## config.mk

```make
export PLATFORM = sky130hd
export DESIGN_NAME = apb_slave_regbank
export DESIGN_NICKNAME = d
export VERILOG_FILES = /design/src/rtl/apb_pkg.sv /design/src/rtl/apb_wait_counter.sv /design/src/rtl/apb_slave_regbank.sv
export SDC_FILE = /design/constraint.sdc
export NUM_CORES = 1
export LEC_CHECK = 0
export BUFFER_PORTS_ARGS = -buffer_cell sky130_fd_sc_hd__buf_2
export CAP_MARGIN = 0
export CORE_ASPECT_RATIO = 1.25
export CORE_MARGIN = 2
export CORE_UTILIZATION = 55
export CTS_CLUSTER_DIAMETER = 100
export DETAILED_ROUTE_END_ITERATION = 12
export PLACE_DENSITY = 0.76
export SLEW_MARGIN = 20
export SYNTH_ARGS = -nofsm -noshare
export SYNTH_HDL_FRONTEND = slang
export SYNTH_SLANG_ARGS = --single-unit
export TNS_END_PERCENT = 1
```

## constraint.sdc

```tcl
create_clock -name pclk -period 3.65 [get_ports pclk]
set_clock_uncertainty 0.1 [all_clocks]
set_input_delay 0.1825 -clock pclk [delete_from_list [all_inputs] [get_ports pclk]]
set_output_delay 0.1825 -clock pclk [all_outputs]
set_load 0.01 [all_outputs]
```

## src/rtl/apb_pkg.sv

```systemverilog
// -----------------------------------------------------------------------------
// apb_pkg
// Shared definitions for the APB register-bank completer:
//   - bus widths
//   - FSM state encoding
//   - wait-counter width
//   - word-alignment helper
// -----------------------------------------------------------------------------
package apb_pkg;

    localparam int APB_DATA_W = 32;
    localparam int APB_ADDR_W = 32;

    // Number of byte-offset bits below a 32-bit word index.
    localparam int WORD_LSB = 2;

    // Width of the wait-state counter (supports 0..15 wait states).
    localparam int CNT_W = 4;

    typedef enum logic [1:0] {
        IDLE = 2'b00,
        WAIT = 2'b01,
        DONE = 2'b10
    } apb_state_e;

    // True when the byte-offset bits of an address select a whole word.
    function automatic logic is_word_aligned(input logic [WORD_LSB-1:0] byte_off);
        return (byte_off == {WORD_LSB{1'b0}});
    endfunction

endpackage

```

## src/rtl/apb_wait_counter.sv

```systemverilog
// -----------------------------------------------------------------------------
// apb_wait_counter
// Loadable down-counter that times the APB wait states.
// Decrementing stops at zero.
// Ports:
//   pclk     - clock
//   preset   - asynchronous active-low reset, clears the count
//   load     - load load_val (has priority over en)
//   load_val - value to load
//   en       - decrement enable
//   zero     - count is 0
//   last     - count is 1; the next enabled decrement reaches zero
// -----------------------------------------------------------------------------
module apb_wait_counter
    import apb_pkg::*;
(
    input  logic             pclk,
    input  logic             preset,
    input  logic             load,
    input  logic [CNT_W-1:0] load_val,
    input  logic             en,
    output logic             zero,
    output logic             last
);

    logic [CNT_W-1:0] count_r;

    // Count register: load, or decrement while enabled and non-zero.
    always_ff @(posedge pclk or negedge preset) begin
        if (!preset) begin
            count_r <= {CNT_W{1'b0}};
        end else if (load) begin
            count_r <= load_val;
        end else if (en && (count_r != {CNT_W{1'b0}})) begin
            count_r <= count_r - {{(CNT_W-1){1'b0}}, 1'b1};
        end
    end

    assign zero = (count_r == {CNT_W{1'b0}});
    assign last = (count_r == {{(CNT_W-1){1'b0}}, 1'b1});

endmodule

```

## src/rtl/apb_slave_regbank.sv

```systemverilog
// -----------------------------------------------------------------------------
// apb_slave_regbank
// APB completer holding NUM_REGS 32-bit read/write registers.
// Each access is stretched by WAIT_CYCLES wait states.
// Out-of-range or misaligned addresses complete with pslverr.
// All outputs are registered.
// Ports:
//   pclk    - APB clock
//   preset  - asynchronous active-low reset
//   psel    - slave select
//   penable - access-phase strobe
//   pwrite  - 1 = write, 0 = read
//   paddr   - byte address
//   pwdata  - write data
//   prdata  - read data (valid with pready on a read; holds otherwise)
//   pready  - one-cycle transfer completion
//   pslverr - error flag, only ever high together with pready
// -----------------------------------------------------------------------------
module apb_slave_regbank
    import apb_pkg::*;
#(
    parameter int              NUM_REGS    = 16,
    parameter logic [31:0]     BASE_ADDR   = 32'h0000_0000,
    parameter int              WAIT_CYCLES = 2
) (
    input  logic                  pclk,
    input  logic                  preset,
    input  logic                  psel,
    input  logic                  penable,
    input  logic                  pwrite,
    input  logic [APB_ADDR_W-1:0] paddr,
    input  logic [APB_DATA_W-1:0] pwdata,
    output logic [APB_DATA_W-1:0] prdata,
    output logic                  pready,
    output logic                  pslverr
);

    localparam int               IDX_W    = $clog2(NUM_REGS);
    localparam logic [CNT_W-1:0] WAIT_LD  = CNT_W'(WAIT_CYCLES);
    localparam logic [29:0]      NUM_REGS_W = 30'(NUM_REGS);

    apb_state_e state_r;
    apb_state_e state_s;

    // Registers of the transfer accepted in the last setup phase.
    logic                  write_r;
    logic                  valid_r;
    logic [IDX_W-1:0]      idx_r;
    logic [APB_DATA_W-1:0] wdata_r;

    logic [APB_DATA_W-1:0] prdata_r;
    logic                  pready_r;
    logic                  pslverr_r;

    logic [APB_DATA_W-1:0] regs_r [NUM_REGS];

    logic                  setup_s;
    logic [APB_ADDR_W-1:0] offset_s;
    logic                  valid_s;
    logic [IDX_W-1:0]      idx_s;

    logic                  take_s;
    logic                  cnt_load_s;
    logic                  cnt_en_s;
    logic                  cnt_zero_s;
    logic                  cnt_last_s;

    logic                  complete_s;
    logic                  cur_write_s;
    logic                  cur_valid_s;
    logic [IDX_W-1:0]      cur_idx_s;
    logic [APB_DATA_W-1:0] cur_wdata_s;

    // Address decode; the subtraction wraps so addresses below BASE_ADDR land far out of range.
    assign setup_s  = psel & ~penable;
    assign offset_s = paddr - BASE_ADDR;
    assign valid_s  = is_word_aligned(offset_s[WORD_LSB-1:0]) &&
                      (offset_s[APB_ADDR_W-1:WORD_LSB] < NUM_REGS_W);
    assign idx_s    = offset_s[IDX_W+WORD_LSB-1:WORD_LSB];

    apb_wait_counter u_wait_counter (
        .pclk     (pclk),
        .preset   (preset),
        .load     (cnt_load_s),
        .load_val (WAIT_LD),
        .en       (cnt_en_s),
        .zero     (cnt_zero_s),
        .last     (cnt_last_s)
    );

    // Next-state logic. The WAIT to DONE step happens on the same edge the counter reaches 0.
    always_comb begin
        state_s    = state_r;
        take_s     = 1'b0;
        cnt_load_s = 1'b0;
        cnt_en_s   = 1'b0;
        case (state_r)
            IDLE, DONE: begin
                if (setup_s) begin
                    take_s     = 1'b1;
                    cnt_load_s = 1'b1;
                    state_s    = (WAIT_LD == {CNT_W{1'b0}}) ? DONE : WAIT;
                end else begin
                    state_s    = IDLE;
                end
            end
            WAIT: begin
                if (!psel) begin
                    // Master abandoned the transfer: no completion, no write.
                    state_s = IDLE;
                end else begin
                    cnt_en_s = 1'b1;
                    if (cnt_last_s || cnt_zero_s) begin
                        state_s = DONE;
                    end else begin
                        state_s = WAIT;
                    end
                end
            end
            default: begin
                state_s = IDLE;
            end
        endcase
    end

    // With zero wait states a transfer completes on its own setup edge, so use the live bus then.
    assign complete_s  = (state_s == DONE);
    assign cur_write_s = take_s ? pwrite  : write_r;
    assign cur_valid_s = take_s ? valid_s : valid_r;
    assign cur_idx_s   = take_s ? idx_s   : idx_r;
    assign cur_wdata_s = take_s ? pwdata  : wdata_r;

    // State, latched transfer and registered bus responses.
    always_ff @(posedge pclk or negedge preset) begin
        if (!preset) begin
            state_r   <= IDLE;
            write_r   <= 1'b0;
            valid_r   <= 1'b0;
            idx_r     <= {IDX_W{1'b0}};
            wdata_r   <= {APB_DATA_W{1'b0}};
            prdata_r  <= {APB_DATA_W{1'b0}};
            pready_r  <= 1'b0;
            pslverr_r <= 1'b0;
        end else begin
            state_r  <= state_s;
            pready_r <= complete_s;
            if (take_s) begin
                write_r <= pwrite;
                valid_r <= valid_s;
                idx_r   <= idx_s;
                wdata_r <= pwdata;
            end
            if (complete_s) begin
                if (cur_valid_s) begin
                    pslverr_r <= 1'b0;
                    if (!cur_write_s) begin
                        prdata_r <= regs_r[cur_idx_s];
                    end
                end else begin
                    pslverr_r <= 1'b1;
                    prdata_r  <= {APB_DATA_W{1'b0}};
                end
            end else begin
                pslverr_r <= 1'b0;
            end
        end
    end

    // Register array, written on the edge that raises pready for a valid write.
    always_ff @(posedge pclk or negedge preset) begin
        if (!preset) begin
            for (int i = 0; i < NUM_REGS; i++) begin
                regs_r[i] <= {APB_DATA_W{1'b0}};
            end
        end else if (complete_s && cur_valid_s && cur_write_s) begin
            regs_r[cur_idx_s] <= cur_wdata_s;
        end
    end

    assign prdata  = prdata_r;
    assign pready  = pready_r;
    assign pslverr = pslverr_r;

endmodule

```

---- Word-level counts from Yosys, hierarchy flattened ----
Cells that the tools add are included.
operators by class
  $lt $le $gt $ge ......................... 3
  multiplexer cells ....................... 24
  equality and inequality tests ........... 5
  bitwise gates (word level) .............. 3
  $add $sub $neg .......................... 1
  reductions and logical operators ........ 13
operators with widths
  kind                                                          number
  bitwise mux 512 bit                                           1
  2-to-1 mux 32 bit                                             6
  binary-select mux 32 bit (select 4 bit)                       1
  demux 32 bit (select 4 bit)                                   1
  less-than comparator 30 x 5 -> 1 bit (second input constant)  1
  2-to-1 mux 4 bit                                              3
  2-to-1 mux 1 bit                                              9
  greater-or-equal comparator 5 bit (second input constant)     1
  logical AND 1 bit                                             5
  less-than comparator 5 x 1 -> 1 bit (second input constant)   1
  inverter 4 -> 5 bit                                           1
  equality test 2 bit (second input constant)                   2
  equality test 4 x 1 -> 1 bit (second input constant)          1
  zero test 2 bit                                               2
  zero test 4 bit                                               1
  2-to-1 mux 2 bit                                              2
  case mux 2 bit (2 select lines)                               1
  nonzero test 4 bit                                            1
  subtractor 4 x 1 -> 4 bit (second input constant)             1
  equality test 2 x 1 -> 1 bit (second input constant)          1
  inequality test 2 bit (second input constant)                 1
  AND reduction 2 bit                                           1
  nonzero test 2 bit                                            1
  OR reduction 2 bit                                            1
  3 further kinds                                               3
word-level totals
  register bits after elaboration ......... 590
  bits of input ports ..................... 69
  output and inout bits ................... 34

---- Depth between registers and ports, before layout ----
  depth after elaboration ................. 11
  gate-level depth with buffers ........... 10

---- Cells and area by module ----
A second synthesis with hierarchy kept.
unflattened totals
  cell total of the unflattened synthesis .. 2856
  area, all modules ....................... 26191.4 sq um
by module, submodules not included
  module             area each (sq um)  instances  cells each  seq. area each (sq um)
  apb_slave_regbank  25924.9            1          2826        14664.1
  apb_wait_counter   266.5              1          30          100.1

---- Worst setup path before layout ----
OpenSTA, ideal clock, no wires.
  path kind ............................... register -> register
  start ................................... register u_wait_counter.count_r[0]
  end ..................................... register regs_r[225] (netlist bit)
  cell stages (with the launch flop) ...... 11
  arrival time ............................ 2.521 ns
  setup time .............................. 0.125 ns
  slack ................................... 0.904 ns
  path buffers ............................ 2
  data required time ...................... 3.425 ns
  clock period less this slack ............ 2.746 ns
  cell sequence ........................... dfrtp_1 -> inv_1 -> ha_1 -> nor2_1 -> or4_1 -> clkbuf_1 -> inv_1 -> nand4_1 -> nor3_1 -> buf_2 -> mux2_2
on the way
  word-level cells in the longest chain between the ends .. 8
ends and longest elaborated chain
  item                                                             line                                            RTL
  start: declaration                                               apb_wait_counter.sv:26                          logic [CNT_W-1:0] count_r;
  start signal: assignment                                         apb_wait_counter.sv:31                          count_r <= {CNT_W{1'b0}};
  start signal: assignment                                         apb_wait_counter.sv:33                          count_r <= load_val;
  start signal: assignment                                         apb_wait_counter.sv:35                          count_r <= count_r - {{(CNT_W-1){1'b0}}, 1'b1};
  equality test 4 x 1 -> 1 bit or zero test 4 bit (tied branches)  apb_wait_counter.sv:40, apb_wait_counter.sv:39
  logical OR 1 bit (*)                                             apb_slave_regbank.sv:113                        if (cnt_last_s || cnt_zero_s) begin
  2-to-1 mux 2 bit (*)                                             apb_slave_regbank.sv:113
  2-to-1 mux 2 bit (*)                                             apb_slave_regbank.sv:108                        if (!psel) begin
  case mux 2 bit (2 select lines) (*)                              apb_slave_regbank.sv:97                         case (state_r)
  equality test 2 bit (*)                                          apb_slave_regbank.sv:127                        assign complete_s = (state_s == DONE);
  named net complete_s                                             apb_slave_regbank.sv:68                         logic complete_s;
  logical AND 1 bit (*) (2 in a row)                               apb_slave_regbank.sv:175                        end else if (complete_s && cur_valid_s && cur_write_s) begin
  end signal: indexed assignment                                   apb_slave_regbank.sv:173                        regs_r[i] <= {APB_DATA_W{1'b0}};
  end signal: indexed assignment                                   apb_slave_regbank.sv:176                        regs_r[cur_idx_s] <= cur_wdata_s;
  end: declaration                                                 apb_slave_regbank.sv:55                         logic [APB_DATA_W-1:0] regs_r [NUM_REGS];
The timed path passes the listed nets; every way through them passes the cells marked *.
A chain may end at the register's enable or synchronous reset.

---- Worst setup path in the final report ----
  start ................................... register state_r[0]
  end ..................................... register prdata_r[18] (netlist: prdata[18])
on the way
  word-level cells in the longest chain between the ends .. 10
ends and longest elaborated chain
  item                                                    line                      RTL
  start: declaration                                      apb_slave_regbank.sv:42   apb_state_e state_r;
  start signal: assignment                                apb_slave_regbank.sv:145  state_r <= state_s;
  equality test 2 bit or zero test 2 bit (tied branches)  apb_slave_regbank.sv:97
  OR reduction 2 bit                                      apb_slave_regbank.sv:97
  2-to-1 mux 1 bit                                        apb_slave_regbank.sv:97
  2-to-1 mux 4 bit                                        n/a
  inverter 4 -> 5 bit (not written as such)               apb_slave_regbank.sv:157  prdata_r <= regs_r[cur_idx_s];
  binary-select mux 32 bit (select 4 bit)                 apb_slave_regbank.sv:157
  2-to-1 mux 32 bit (not written as such) (2 in a row)    apb_slave_regbank.sv:157
  2-to-1 mux 32 bit                                       apb_slave_regbank.sv:156  if (!cur_write_s) begin
  2-to-1 mux 32 bit                                       apb_slave_regbank.sv:154  if (cur_valid_s) begin
  end signal: assignment                                  apb_slave_regbank.sv:141  prdata_r <= {APB_DATA_W{1'b0}};
  end signal: assignment                                  apb_slave_regbank.sv:157
  end signal: assignment                                  apb_slave_regbank.sv:161  prdata_r <= {APB_DATA_W{1'b0}};
  end: declaration                                        apb_slave_regbank.sv:51   logic [APB_DATA_W-1:0] prdata_r;
Parallel ways exist; a longest one is shown, timed or not. The select of a mux whose other input is x is not followed.

==> metrics.txt <==
min-delay src pwrite; endpoints failing hold 0; WS Path Type reg -> reg; RR Startpoint state_r[0]; syn nets 2541; sequential fraction of the synthesis area 0.494; drt drc 0; Clock Path Buffers 3; top cells by area, synth dfrtp_1, mux2_2, mux2i_1; first-pass GRT wire length 134000 µm; Switch Pwr ~5.4 mW; CP max stage delay 1.00 ns; Reg2Reg Depth 6; Final Max Tran Viols 0; Slew HR 0.282; min Tclk post-route 3.52 ns; vias after detailed routing approximately 22000; VDD IR max 0.000416 V; die area approximately 56000 µm²; drt wl/cell around 27 µm; detailed-route wire length 87200 µm; hpwl dp around 52000 µm; root buf cell clkbuf_16; H-tree depth 2; final setup TNS 0 ns; Core Region 53700 µm²; ys flop type dfrtp_1; maximum clock rate between 0.2 and 0.3 GHz; layout cells sized above 1 0.322; chip width 212 µm; CP max FO 15; CP Data Arrival Time 3.99 ns; synthesized cell area 29900 µm²; Unique masters post-synth 67; Hold Crit Endpoint write_r; Clock Power Share 0.372; Mapped Cells roughly 2500; count leader, synth dfrtp_1; Worst-path clk slew roughly 0.060 ns; DR vias/cell 6.67; Int Pwr between 10 and 15 mW; Final Cell Area roughly 34000 µm²; DRT iter0 DRCs about 1700; count of state elements after synthesis 590; I/O pin total between 100 and 150; Leak Pwr 16.8 nW; top cells by count, synth dfrtp_1, mux2_2, mux2i_1; Yosys top cell area share 0.494; Yosys top cell by area dfrtp_1; Final setup viols 0; Synth Area per Inst approximately 12 µm²; area growth from synthesis to final layout 12.9%; Max-Cap Viols 0; Comb pwr share 0.221; Die Y approximately 260 µm; CP max-delay cell a2111oi_0; Layout Nets about 2600; Sink Count between 500 and 600; gp weighted congestion between 0.8 and 0.9; dpl cell area between 30000 and 40000 µm²; vias in the first global route 22700; pwr dens between 500 and 600 nW/µm²; pin count of the biggest net entering global routing 119; min-delay worst type in -> reg; initial antenna violation count 0; CTS tree yes; R2R setup slack approximately 0.13 ns; RSZ-0062 raised after global routing no; slew at the pin with the worst max-slew slack between 1 and 1.5 ns; Buf/Inv on CP 1; worst-path cell chain or3b_4 -> mux2i_1 -> nand2_1 -> a2111oi_0 -> buf_4 -> a32o_1; status completed; period utilization 0.965; Post-DRT Antenna Nets 0; row count between 90 and 100; sequential share of power 0.407; drt first pass iters 7; input/output buffers 102; Initial Util 0.556; CP Capture Type register; EDFF count, synth 0; worst-skew pair later-pin latency around 0.63 ns; post-cts sizing count 0; CTS Hold Buffers Added 5; switching power share of the total 0.316; crit-path leading delay family compound AO/OA/AOI/OAI gates; CP required about 4.1 ns; FF-to-FF End prdata[18]; Post-CTS Setup Inserts 0; Worst setup SP type register; total grt overflow 0; Async SR Flop Fraction 1.00; WHS Path Cells 3; YS warnings 0; WP depth 6; cts bufs inserted 58; GR Util All Layers 0.313; Antenna Cells 0
[cells by family (layout without fill, tap and decap cells)]
kind of cell	after synthesis	in the layout	share of synthesized area
buffers and inverters	271	358	0.0357
muxes	820	820	0.300
DFF	590	590	0.494
and+or+nand+nor	378	378	0.0591
adders and majority gates	2	2	0.000838
AOI/OAI and AO/OA	406	406	0.109
xor gates and xnor gates	3	3	0.000880
[metal layers]
metal  track usage  part of all wire  vias to the layer above
met5             0                 0                        -
met1         0.386              0.39                    11400
li1              -                 -                     9295
met4         0.172             0.057                        0
met3        0.0477             0.059                      307
met2         0.526              0.49                      903
[power groups by stage]
stage	clock (mW)	sequential, mW	combinational [mW]
global route	6.70	6.96	4.00
detailed placement	0	7.05	3.70
floorplan	0	7.01	2.23
global placement	0	7.05	3.63
finish	6.35	6.94	3.77
CTS	6.41	6.93	3.72
[sequential cells by signal, summed over array words and instances, names as in the netlist]
| name | flops |
|---|---|
| prdata | 32 |
| valid_r | 1 |
| wdata_r | 32 |
| u_wait_counter.count_r | 4 |
| write_r | 1 |
| regs_r | 512 |
| pready | 1 |
| idx_r | 4 |
| state_r | 2 |
| pslverr | 1 |
[worst max path at each step]
| stage | start | endpoint |
|---|---|---|
| final | state_r[0] | prdata[18] |
| after global routing | state_r[0] | prdata[18] |
| after CTS | state_r[0] | prdata[18] |
| after detailed placement | state_r[0] | prdata[18] |
| after global placement | state_r[0] | prdata[18] |
| after floorplan | u_wait_counter.count_r[0] | regs_r[225] |
[cell type report]
cell class	instances	area, µm²
clock buffer	87	1770
clock inverter	21	259
fill	4133	20000
inverter	37	141
multi-input combinational	1609	14200
sequential	590	14800
tap	727	910
timing repair buffer	213	1660
[metrics by stage]
step	std cells	worst slack [ns]	utilization	hold WS, ns	power (mW)
finish	3284	0.129	0.628	0.0381	17.1
global route	3284	0.0621	0.628	0.0473	17.7
CTS	3284	0.196	0.628	0.00469	17.1
detailed placement	3171	0.210	0.589	0.280	10.8
global placement	3171	0.235	0.589	0.275	10.7
floorplan	2470	0.904	-	-0.213	9.24
[cells in the final DEF, fill, tap and decap left out, drive strengths merged, types with 4 or more instances in the layout]
cell type,Yosys,final
dfrtp,590,590
mux2,570,570
mux2i,248,248
buf,69,207
nand2,189,189
clkbuf,165,88
nor3,60,60
a221oi,59,59
o211a,55,55
a211oi,53,53
nor2,40,40
inv,36,38
o22ai,33,33
a21oi,31,31
o32ai,29,29
nand3,26,26
nand4,21,21
o22a,18,18
o21ai,18,18
a311o,17,17
o21a,16,16
a31oi,15,15
a32o,14,14
clkinv,1,14
a2111oi,13,13
o211ai,10,10
nor4,10,10
nor3b,8,8
bufinv,0,6
dlygate4sd3,0,5
nor2b,4,4
o2111ai,4,4
[worst min-delay path, cell delays in order]
cell	delay (ns)
buf_2	0.12
mux2i_1	0.17
inv_1	0.21
(Power assumes the default switching activity.)
